### config.mk
export PLATFORM = sky130hd
export DESIGN_NAME = fetch_queue
export DESIGN_NICKNAME = d
export VERILOG_FILES = /design/src/rtl/fetch_queue_pkg.sv /design/src/rtl/fetch_queue_ram.sv /design/src/rtl/fetch_queue.sv
export SDC_FILE = /design/constraint.sdc
export NUM_CORES = 1
export LEC_CHECK = 0
export ABC_CLOCK_PERIOD_IN_PS = 8900
export CAP_MARGIN = 30
export CORE_AREA = 2 2 185 187
export CTS_CLUSTER_SIZE = 25
export DETAILED_ROUTE_END_ITERATION = 10
export DIE_AREA = 0 0 187 189
export PLACE_DENSITY = 0.83
export SLEW_MARGIN = 10
export SYNTH_ARGS = -nofsm -noshare
export SYNTH_HDL_FRONTEND = slang
export SYNTH_HIERARCHICAL = 1
export SYNTH_SLANG_ARGS = --single-unit
### constraint.sdc
create_clock -name clk -period 8.9 [get_ports clk]
set_clock_uncertainty 0.05 [all_clocks]
set_input_delay 1.78 -clock clk [delete_from_list [all_inputs] [get_ports clk]]
set_output_delay 1.78 -clock clk [all_outputs]
set_load 0.1 [all_outputs]
### src/rtl/fetch_queue_pkg.sv
// Shared fetch/decode definitions: the IF/ID packet type and the fetch queue depth.
// Latency: n/a (types and constants only).
// Backpressure: n/a.
//
// Exports: if_id_reg_t (fetch -> decode packet), IF_ID_W (its width),
//          FETCH_QUEUE_DEPTH (default entry count of fetch_queue).
package fetch_queue_pkg;

  localparam int unsigned FETCH_QUEUE_DEPTH = 4;

  // Packet handed from the fetch stage to decode.
  typedef struct packed {
    logic [31:0] pc;
    logic [31:0] inst;
    logic [31:0] predicted_pc;
    logic        prediction_valid;
    logic        exception_valid;
    logic [4:0]  exception_cause;
  } if_id_reg_t;

  localparam int unsigned IF_ID_W = $bits(if_id_reg_t);

endpackage

### src/rtl/fetch_queue_ram.sv
// Entry storage for the fetch queue: DEPTH x WIDTH register array.
// Latency: write visible on the read port the cycle after the write edge; read is combinational.
// Backpressure: none; the caller only asserts we when the slot is free.
//
// Ports: clk, we/waddr/wdata (single write port), raddr/rdata (asynchronous read port).
// Contents are not reset; validity is tracked by the controller's occupancy count.
module fq_ram #(
  parameter  int unsigned DEPTH = 4,
  parameter  int unsigned WIDTH = 8,
  localparam int unsigned PTR_W = $clog2(DEPTH)
) (
  input  logic             clk,
  input  logic             we,
  input  logic [PTR_W-1:0] waddr,
  input  logic [WIDTH-1:0] wdata,
  input  logic [PTR_W-1:0] raddr,
  output logic [WIDTH-1:0] rdata
);

  logic [WIDTH-1:0] mem_q [DEPTH];

  always_ff @(posedge clk) begin
    if (we) begin
      mem_q[waddr] <= wdata;
    end
  end

  assign rdata = mem_q[raddr];

endmodule

### src/rtl/fetch_queue.sv
// Decoupling FIFO between fetch and decode; in-order delivery, flushable.
// Latency: 1 cycle enqueue-to-visible, no same-cycle bypass.
// Backpressure: enq_ready drops when full (unless decode dequeues this cycle) or while a faulting
//               packet is queued; stall_req mirrors !enq_ready.
//
// Ports: clk, rst_n (async active-low), flush; enq_valid/enq_data/enq_ready from fetch;
//        deq_valid/deq_data/deq_ready to decode; count (occupancy 0..DEPTH); stall_req.
// DEPTH must be a power of two and >= 2 so the pointers wrap by natural overflow.
module fetch_queue
  import fetch_queue_pkg::*;
#(
  parameter  int unsigned DEPTH = FETCH_QUEUE_DEPTH,
  localparam int unsigned PTR_W = $clog2(DEPTH)
) (
  input  logic             clk,
  input  logic             rst_n,
  input  logic             flush,
  input  logic             enq_valid,
  input  if_id_reg_t       enq_data,
  output logic             enq_ready,
  output logic             deq_valid,
  output if_id_reg_t       deq_data,
  input  logic             deq_ready,
  output logic [PTR_W:0]   count,
  output logic             stall_req
);

  localparam logic [PTR_W:0] DEPTH_CNT = (PTR_W + 1)'(DEPTH);

  logic [PTR_W-1:0] wr_ptr_q, wr_ptr_d;
  logic [PTR_W-1:0] rd_ptr_q, rd_ptr_d;
  logic [PTR_W:0]   count_q,  count_d;
  logic             exc_hold_q, exc_hold_d;

  logic             full, empty;
  logic             enq_fire, deq_fire;
  logic             wr_en;
  logic [IF_ID_W-1:0] ram_rdata;
  if_id_reg_t       head;

  assign full  = (count_q == DEPTH_CNT);
  assign empty = (count_q == '0);

  // A queued faulting packet fences off everything younger; at full, a dequeue in
  // the same cycle frees the slot the new packet lands in.
  assign enq_ready = !exc_hold_q && (!full || deq_ready);
  assign stall_req = !enq_ready;
  assign deq_valid = !empty;

  assign enq_fire = enq_valid && enq_ready;
  assign deq_fire = deq_valid && deq_ready;

  // Flush dominates: nothing is written into the array on a flush cycle.
  assign wr_en = enq_fire && !flush;

  fq_ram #(
    .DEPTH (DEPTH),
    .WIDTH (IF_ID_W)
  ) u_ram (
    .clk   (clk),
    .we    (wr_en),
    .waddr (wr_ptr_q),
    .wdata (enq_data),
    .raddr (rd_ptr_q),
    .rdata (ram_rdata)
  );

  assign head     = if_id_reg_t'(ram_rdata);
  // Stale array contents are never exposed to decode.
  assign deq_data = empty ? '0 : head;
  assign count    = count_q;

  always_comb begin
    wr_ptr_d   = wr_ptr_q;
    rd_ptr_d   = rd_ptr_q;
    count_d    = count_q;
    exc_hold_d = exc_hold_q;

    if (flush) begin
      wr_ptr_d   = '0;
      rd_ptr_d   = '0;
      count_d    = '0;
      exc_hold_d = 1'b0;
    end else begin
      if (enq_fire) begin
        wr_ptr_d = wr_ptr_q + PTR_W'(1);
      end
      if (deq_fire) begin
        rd_ptr_d = rd_ptr_q + PTR_W'(1);
      end

      unique case ({enq_fire, deq_fire})
        2'b10:   count_d = count_q + (PTR_W + 1)'(1);
        2'b01:   count_d = count_q - (PTR_W + 1)'(1);
        default: count_d = count_q;
      endcase

      // Set and clear cannot coincide: while the fence is up nothing enqueues.
      if (enq_fire && enq_data.exception_valid) begin
        exc_hold_d = 1'b1;
      end else if (deq_fire && head.exception_valid) begin
        exc_hold_d = 1'b0;
      end
    end
  end

  always_ff @(posedge clk or negedge rst_n) begin
    if (!rst_n) begin
      wr_ptr_q   <= '0;
      rd_ptr_q   <= '0;
      count_q    <= '0;
      exc_hold_q <= 1'b0;
    end else begin
      wr_ptr_q   <= wr_ptr_d;
      rd_ptr_q   <= rd_ptr_d;
      count_q    <= count_d;
      exc_hold_q <= exc_hold_d;
    end
  end

  // Structural invariants of the circular buffer.
  a_no_enq_overflow : assert property (@(posedge clk) disable iff (!rst_n)
    !(enq_fire && full && !deq_ready));

  a_no_deq_underflow : assert property (@(posedge clk) disable iff (!rst_n)
    !(deq_fire && empty));

  a_count_matches_ptrs : assert property (@(posedge clk) disable iff (!rst_n)
    (count_q <= DEPTH_CNT) &&
    (full ? (wr_ptr_q == rd_ptr_q)
          : (count_q[PTR_W-1:0] == PTR_W'(wr_ptr_q - rd_ptr_q))));

  a_head_stable : assert property (@(posedge clk) disable iff (!rst_n)
    (deq_valid && !deq_ready && !flush) |=> $stable(deq_data));

endmodule
# Word-level counts from Yosys, hierarchy flattened
# Memories as Yosys holds them, arrays and structs flattened.
# Index checks and enable logic that the tools add are counted.
# W data, S select, Z words.
dict set report word_totals {
  wordCells 41
  output_inout_bits 109
  mem_count 1
  ramBits 412
  regBits 8
  in_bits 108
}
# name words word_bits rd rd_clocked_by_memory_dff wr line
set memory_table {}
lappend memory_table {u_ram.mem_q 4 103 1 0 1 fetch_queue_ram.sv:20} ;# logic [WIDTH-1:0] mem_q [DEPTH];
dict set report op_classes {
  n_eq_ne 3
  n_mux 12
  reduce_logical 17
  n_addsub 4
}
# operator n
set op_table {}
lappend op_table {{$mux W103} 1}
lappend op_table {{$mux W2} 4}
lappend op_table {{$logic_and A1 B1 Y1} 6}
lappend op_table {{$pmux W3 S2} 1}
lappend op_table {{$reduce_bool A3 Y1} 2}
lappend op_table {{$logic_not A1 Y1} 5}
lappend op_table {{$mux W1} 5}
lappend op_table {{$add A2 B1 Y2 const B} 2}
lappend op_table {{$reduce_bool A2 Y1} 2}
lappend op_table {{$add A3 B1 Y3 const B} 1}
lappend op_table {{$eq A3 B3 Y1 const B} 1}
lappend op_table {{$logic_not A3 Y1} 1}
lappend op_table {{$mux W3} 1}
lappend op_table {{$sub A3 B1 Y3 const B} 1}
lappend op_table {{$eq A2 B1 Y1 const B} 1}
lappend op_table {{$eq A2 B2 Y1 const B} 1}
lappend op_table {{$logic_or A1 B1 Y1} 1}

# Depth between registers and ports, before layout
# Gate-level depths: netlist (run 1).
dict set report depth {
  word_depth 8
  ltp_mapped 10
  depth_no_buf 8
}

# Cells and area by module
# The synthesis (run 1) kept the hierarchy.
# mod instances cells_each area_each_um2 seq_area_each_um2
set by_module_without_submodules {}
lappend by_module_without_submodules {fq_ram 1 542 14968.1 12371.9}
lappend by_module_without_submodules {fetch_queue 1 169 1227.4 200.2}

# Worst setup path after synthesis (run 1)
# OpenSTA, ideal clock, no wires.
dict set report synth_path {
  path_type {input -> register}
  startpoint {in deq_ready}
  endpoint {mem u_ram/mem_q[0][0] (netlist bit), enable pin}
  slack_ns -1.703
  path_stages 4
  n_path_buf 1
  t_required_ns 8.138
  t_arrival_ns 9.841
  setup_time_ns 0.712
  path_cell_list {buf_2 -> nor4b_2 -> nor3_1 -> nor3b_1}
}
dict set report synth_via {
  elab_chain_len 6
}
# element line
set synth_lines {}
lappend synth_lines {{from (decl)} fetch_queue.sv:23} ;# input logic deq_ready,
lappend synth_lines {{$logic_or A1 B1 Y1} fetch_queue.sv:46} ;# assign enq_ready = !exc_hold_q && (!full || deq_ready);
lappend synth_lines {{$logic_and A1 B1 Y1} fetch_queue.sv:46}
lappend synth_lines {{$logic_and A1 B1 Y1} fetch_queue.sv:50} ;# assign enq_fire = enq_valid && enq_ready;
lappend synth_lines {{$logic_and A1 B1 Y1} fetch_queue.sv:54} ;# assign wr_en = enq_fire && !flush;
lappend synth_lines {{via wr_en} fetch_queue.sv:37} ;# logic wr_en;
lappend synth_lines {{$mux W1} fetch_queue_ram.sv:23} ;# if (we) begin
lappend synth_lines {{$mux W1 (implied by the code)} fetch_queue_ram.sv:24} ;# mem_q[waddr] <= wdata;
lappend synth_lines {{to (decl)} fetch_queue_ram.sv:20}
# The timed path passes the listed nets, and every way through them passes these cells.

# Worst setup path in the final report (run 1)
dict set report layout_path {
  startpoint {in deq_ready}
  endpoint {out stall_req}
}
dict set report layout_via {
  elab_chain_len 3
}
# element line
set layout_lines {}
lappend layout_lines {{$logic_or A1 B1 Y1} fetch_queue.sv:46}
lappend layout_lines {{$logic_and A1 B1 Y1} fetch_queue.sv:46}
lappend layout_lines {{$logic_not A1 Y1} fetch_queue.sv:47} ;# assign stall_req = !enq_ready;
lappend layout_lines {{to (decl)} fetch_queue.sv:25} ;# output logic stall_req
# Every way passes these cells.

==> results of run 1 <==
==> cell usage in the layout (no fill, tap or decap), drive strengths merged <==
cell and instances:
and3 2, nand3b 1, mux2 1, a22oi 1, nor3 1, o21ai 2, nand2b 2, nor2 10
xor2 2, nand2 2, nor2b 2, mux2i 1, or2 1, bufinv 4, inv 1, nand3 5
edfxtp 412, or2b 1, nor4b 1, buf 12, clkinvlp 2, and2 104, clkdlybuf4s50 216, dfrtp 8
diode 3, mux4 103, clkinv 22, xnor2 3, fa 1, or3 1, and3b 2, o221a 1
clkbuf 50, a31oi 1, nor3b 2
==> routing by layer <==
layer	vias up	routed length (um)	global-route usage (%)
met5	-	0	0
met4	0	633	5.16
met3	48	1810	3.67
met2	246	16100	30.6
met1	3976	12300	22.6
li1	3372	-	-
==> synthesized netlist by cell type, drive strengths merged, types with 3 or more instances <==
cell | instances | share of area, %
edfxtp | 412 | 76
clkbuf | 8 | 0.19
dfrtp | 8 | 1.2
and2 | 104 | 4.0
nand3 | 5 | 0.19
xnor2 | 3 | 0.16
mux4 | 103 | 14
nor2 | 10 | 0.23
buf | 29 | 1.9
==> worst max-delay path by stage <==
stage          depth (start not counted)       from                 to
2_1_floorplan                          4  deq_ready  u_ram/mem_q[0][0]
3_3_place_gp                           5  deq_ready          stall_req
3_5_place_dp                           5  deq_ready          stall_req
4_1_cts                                5  deq_ready          stall_req
5_1_grt                                5  deq_ready          stall_req
6_report                               5  deq_ready          stall_req
==> logic make-up (layout without fill, tap and decap cells) <==
group / Yosys count / after routing / synth area share, %
flops: 420 / 420 / 77.6
simple gates: 137 / 137 / 5.25
mux: 105 / 105 / 14.5
buf+inv: 38 / 307 / 2.06
compound gates: 5 / 5 / 0.216
xor+xnor: 5 / 5 / 0.270
fa+ha+maj: 1 / 1 / 0.124
other cells: 0 / 3 / 0
==> worst reg2reg max path, delay by kind of cell, from the launching register on <==
kind / cells / cell delay [ns]
buffers and inverters: 1 / 0.87
flip-flops: 1 / 0.46
AND/OR/NAND/NOR: 3 / 1.47
==> flip-flops by register name, indices dropped and copies added, names as in the netlist <==
signal / cells
u_ram/mem_q: 412
rd_ptr_q: 2
exc_hold_q: 1
count: 3
wr_ptr_q: 2
==> power groups by stage <==
stage               logic, mW  clock network [mW]  registers, mW
finish                   3.15                1.73           2.36
global route             3.26                1.85           2.37
CTS                      3.19                1.78           2.36
detailed placement       3.18                   0           2.40
global placement         3.14                   0           2.40
floorplan                2.55                   0           2.37
==> per-stage QoR <==
stage | hold WS [ns] | total power [mW] | area, um2
6_report | 0.533 | 7.24 | 20200
5_1_grt | 0.590 | 7.49 | 20200
4_1_cts | 0.542 | 7.33 | 20100
3_5_place_dp | 0.537 | 5.58 | 18800
3_3_place_gp | 0.522 | 5.54 | 18700
2_1_floorplan | 0.486 | 4.92 | 16200
==> cell type report <==
| cell class | count | area [um2] |
|---|---|---|
| Inverter | 1 | 3.75 |
| Clock buffer | 50 | 1140 |
| Tap cell | 448 | 561 |
| Antenna cell | 3 | 7.51 |
| Sequential cell | 420 | 12600 |
| Multi-Input combinational cell | 253 | 3320 |
| Fill cell | 2308 | 13100 |
| Timing Repair Buffer | 228 | 2320 |
| Clock inverter | 28 | 234 |
==> impl_metrics.json, run 1 <==
{
  "outcome": "completed",
  "die-area_um2": 35300,
  "clockPowerShare_pct": 23.9,
  "detail_route.drc_violations": 0,
  "ios": 217,
  "fp.dieH_um": 189,
  "cts_tree": "done",
  "synth_cells": 711,
  "drt_wl_total_um": 30800,
  "clkSlewWorstSetupHoldPaths_ns": 0.06,
  "slowest_stage": "clkdlybuf4s50_1",
  "seqPwrFrac_pct": 32.5,
  "crit_path_frequent_cell": "clkdlybuf4s50_1",
  "place_ws_ns": 2.92,
  "gp_congestion": 0.764,
  "synth_area_per_cell_um2": 22.8,
  "worstMarginPinSlew_ns": 1.04,
  "crit_chain": "clkdlybuf4s50_1, nor4b_2, nor2_1, inv_1, clkdlybuf4s50_1",
  "synth_cell_types": 36,
  "synth_edf_count": 412,
  "clockBufferDepth": 3,
  "grt_pass1_wl_um": 47700,
  "critPathMaxStageDelay_ns": 1.12,
  "min_delay_path_depth": 2,
  "slew_headroom_pct": 30.5,
  "internal_power_mw": 4.18,
  "fin_ws_ns": 2.92,
  "synthFlopType": "edfxtp_1",
  "drive_above_1_share_pct": 19.6,
  "r2r_setup_slack_ns": 5.64,
  "grt_pass1_vias": 8317,
  "combPwrFrac_pct": 43.5,
  "cp_data_required_time_ns": 7.07,
  "clock-sinks": 420,
  "rows": 67,
  "cts_hold_buf": 0,
  "maxCapViolations": 0,
  "dp_hpwl_um": 17700,
  "hp-start": "exc_hold_q",
  "clock-root-buffer": "clkbuf_16",
  "vias": 7642,
  "power.density_nw_per_um2": 359,
  "initialDrtViolationCount": 556,
  "grt_usage_pct": 17.6,
  "netlist_area_um2": 16200,
  "cts_made_buffers": 42,
  "start_util_pct": 48.7,
  "switching_share_pct": 42.3,
  "grt_start_max_net_pins": 69,
  "fmax_ghz": 0.167,
  "ys_seq_elements": 420,
  "crit_buf_inv": 3,
  "critPathMaxFanout": 9,
  "globalRouteOverflowTotal": 0,
  "fin_cells": 1431,
  "synth_nets": 820,
  "critPathArrivalTime_ns": 4.15,
  "cp-end-kind": "output pin",
  "cp-start-kind": "primary input",
  "h-tree-depth": 2,
  "p_sw_mw": 3.07,
  "synthArstFlopShare_pct": 1.90,
  "grt_setup_unrepaired": "false",
  "wire_per_inst_um": 21.5,
  "reg2reg_from": "count[2]",
  "crit_family": "buffers and inverters",
  "antenna_found_initial": 3,
  "cts_repair_resize_count": 0,
  "insertion_delay_ns": 0.51,
  "chipWidth_um": 187,
  "min_path_type": "flip-flop to flip-flop",
  "first_pass_iters": 5,
  "drv_slew": 0,
  "via_per_inst": 5.34,
  "path_class": "primary input to output pin",
  "yosys_warnings": 6,
  "synth_seq_area_share_pct": 77.6,
  "post_cts_buffers": 0,
  "leakagePower_nw": 6.36,
  "fin_setup_tns_ns": 0,
  "hold_viol_final": 0,
  "postLayoutCoreUtil_pct": 60.6,
  "fin_nets": 1055,
  "dp_cells": 1349,
  "holdPathEnd": "exc_hold_q",
  "area_delta_synth_final_pct": 24.5,
  "portBuffers": 216,
  "r2r-end": "u_ram/mem_q[2][88]",
  "setup_viol_count_final": 0,
  "detail-route-antenna-nets": 0,
  "layout_min_cycle_time_ns": 5.98,
  "rr_worst_depth": 4,
  "irDropWorstVdd_uv": 279,
  "core_um2": 33300,
  "period_share_pct": 67.2
}
No activity file was read; power rests on OpenSTA's default activity.
==> run 2, diff against run 1 <==
--- a/config.mk
+++ b/config.mk
@@ -5,7 +5,7 @@
 export SDC_FILE = /design/constraint.sdc
 export NUM_CORES = 1
 export LEC_CHECK = 0
-export ABC_CLOCK_PERIOD_IN_PS = 8900
+export ABC_CLOCK_PERIOD_IN_PS = 5500
 export CAP_MARGIN = 30
 export CORE_AREA = 2 2 185 187
 export CTS_CLUSTER_SIZE = 25
==> constraint.sdc (replaced) <==
create_clock -name clk -period 5.5 [get_ports clk]
set_clock_uncertainty 0.05 [all_clocks]
set_input_delay 1.1 -clock clk [delete_from_list [all_inputs] [get_ports clk]]
set_output_delay 1.1 -clock clk [all_outputs]
set_load 0.1 [all_outputs]
==> impl_metrics.json, run 2 (same netlist as run 1, synthesis figures left out) <==
{
  "area_delta_synth_final_pct": 25.1,
  "core_um2": 33300,
  "hp-start": "exc_hold_q",
  "worstSetupStartpoint": "rd_ptr_q[0]",
  "reg2reg_from": "count[2]",
  "dp_cells": 1359,
  "layout_min_cycle_time_ns": 4.60,
  "clock-root-buffer": "clkbuf_16",
  "cp-end-kind": "output pin",
  "place_ws_ns": 1.12,
  "detail_route.drc_violations": 0,
  "postLayoutCoreUtil_pct": 60.9,
  "largest_reg_flops": 412,
  "path_class": "flip-flop to output pin",
  "vias": 7709,
  "drv_slew": 0,
  "die-area_um2": 35300,
  "drive_above_1_share_pct": 19.9,
  "final_common_cell": "edfxtp_1",
  "fin_area_um2": 20300,
  "grt.busiest_layer": "met2",
  "holdWs_ns": 0.552,
  "grt_start_max_net_pins": 65,
  "cts_tree": "done",
  "fin_nets": 1065,
  "grt.met2_usage_pct": 31.6,
  "rows": 67,
  "fin_setup_tns_ns": 0,
  "maxCapViolations": 0,
  "period_share_pct": 83.6,
  "r2r-end": "u_ram/mem_q[2][68]",
  "chipWidth_um": 187,
  "fp.dieH_um": 189,
  "outcome": "completed",
  "clkSlewWorstSetupHoldPaths_ns": 0.06,
  "hold_viol_final": 0,
  "start_util_pct": 48.7,
  "ios": 217,
  "post_cts_buffers": 0,
  "antenna_found_initial": 2,
  "totalPowerFinal_mw": 11.8,
  "insertion_delay_ns": 0.52,
  "wire_per_inst_um": 21.5,
  "grt_setup_unrepaired": "false",
  "dp_hpwl_um": 18600,
  "dpl_cell_area_um2": 18900,
  "cts_made_buffers": 43,
  "power.density_nw_per_um2": 580,
  "worstMarginPinSlew_ns": 1.04,
  "fin_cells": 1437,
  "cts_hold_buf": 0,
  "detail-route-antenna-nets": 0,
  "critPathMaxFanout": 31,
  "critPathArrivalTime_ns": 3.45,
  "fin_ws_ns": 0.900,
  "gp_congestion": 0.777,
  "leakagePower_nw": 6.40,
  "globalRouteOverflowTotal": 0,
  "min_path_type": "flip-flop to flip-flop",
  "layout_common_cells": "edfxtp_1 (412), clkdlybuf4s50_1 (215), and2_1 (104)",
  "first_pass_iters": 4,
  "crit_end": "deq_data[94]",
  "cp-start-kind": "flip-flop",
  "fmax_ghz": 0.217,
  "via_per_inst": 5.36,
  "gr-usage-met3_pct": 4.04,
  "top_register": "u_ram/mem_q",
  "drt_wl_total_um": 30900,
  "r2r_setup_slack_ns": 2.66,
  "cts_repair_resize_count": 0,
  "setup_viol_count_final": 0,
  "grt_usage_pct": 17.8,
  "portBuffers": 216,
  "grt_pass1_wl_um": 48000,
  "h-tree-depth": 2,
  "irDropWorstVdd_uv": 511,
  "use_met1_pct": 21.9,
  "grt_pass1_vias": 8410,
  "clockBufferDepth": 3,
  "slew_headroom_pct": 30.8,
  "clock-sinks": 420,
  "cp_data_required_time_ns": 4.35,
  "initialDrtViolationCount": 521,
  "rr_worst_depth": 4
}
==> run 2: power by group <==
group | switching (mW) | internal [mW]
Combinational | 3.74 | 1.48
Sequential | 0.107 | 3.67
Clock | 1.13 | 1.63
Total | 4.97 | 6.78
==> run 2: critical path: stages (launching register included) <==
cell and delay [ns]:
dfrtp_4 0.86, buf_4 0.40, mux4_2 0.55, and2_1 0.15
clkdlybuf4s50_1 0.95
==> run 2: how the worst min path moves through the flow <==
stage / to / depth (start not counted)
floorplan: exc_hold_q / 2
global placement: exc_hold_q / 2
detailed placement: exc_hold_q / 2
CTS: exc_hold_q / 2
global route: exc_hold_q / 2
finish: exc_hold_q / 2
==> run 2: per-layer routing <==
metal / routed length, um / part of all wire [%]
met1: 12200 / 40
met2: 16200 / 52
met3: 1820 / 5.9
met4: 656 / 2.1
met5: 12 / 0.039
==> run 2: final cells by class <==
class | instances | area, um2
antenna | 1 | 2.50
multi-input combinational | 253 | 3320
sequential | 420 | 12600
clock inverter | 24 | 195
inverter | 1 | 3.75
timing repair buffer | 237 | 2450
clock buffer | 53 | 1160
tap | 448 | 561
fill | 2304 | 13000
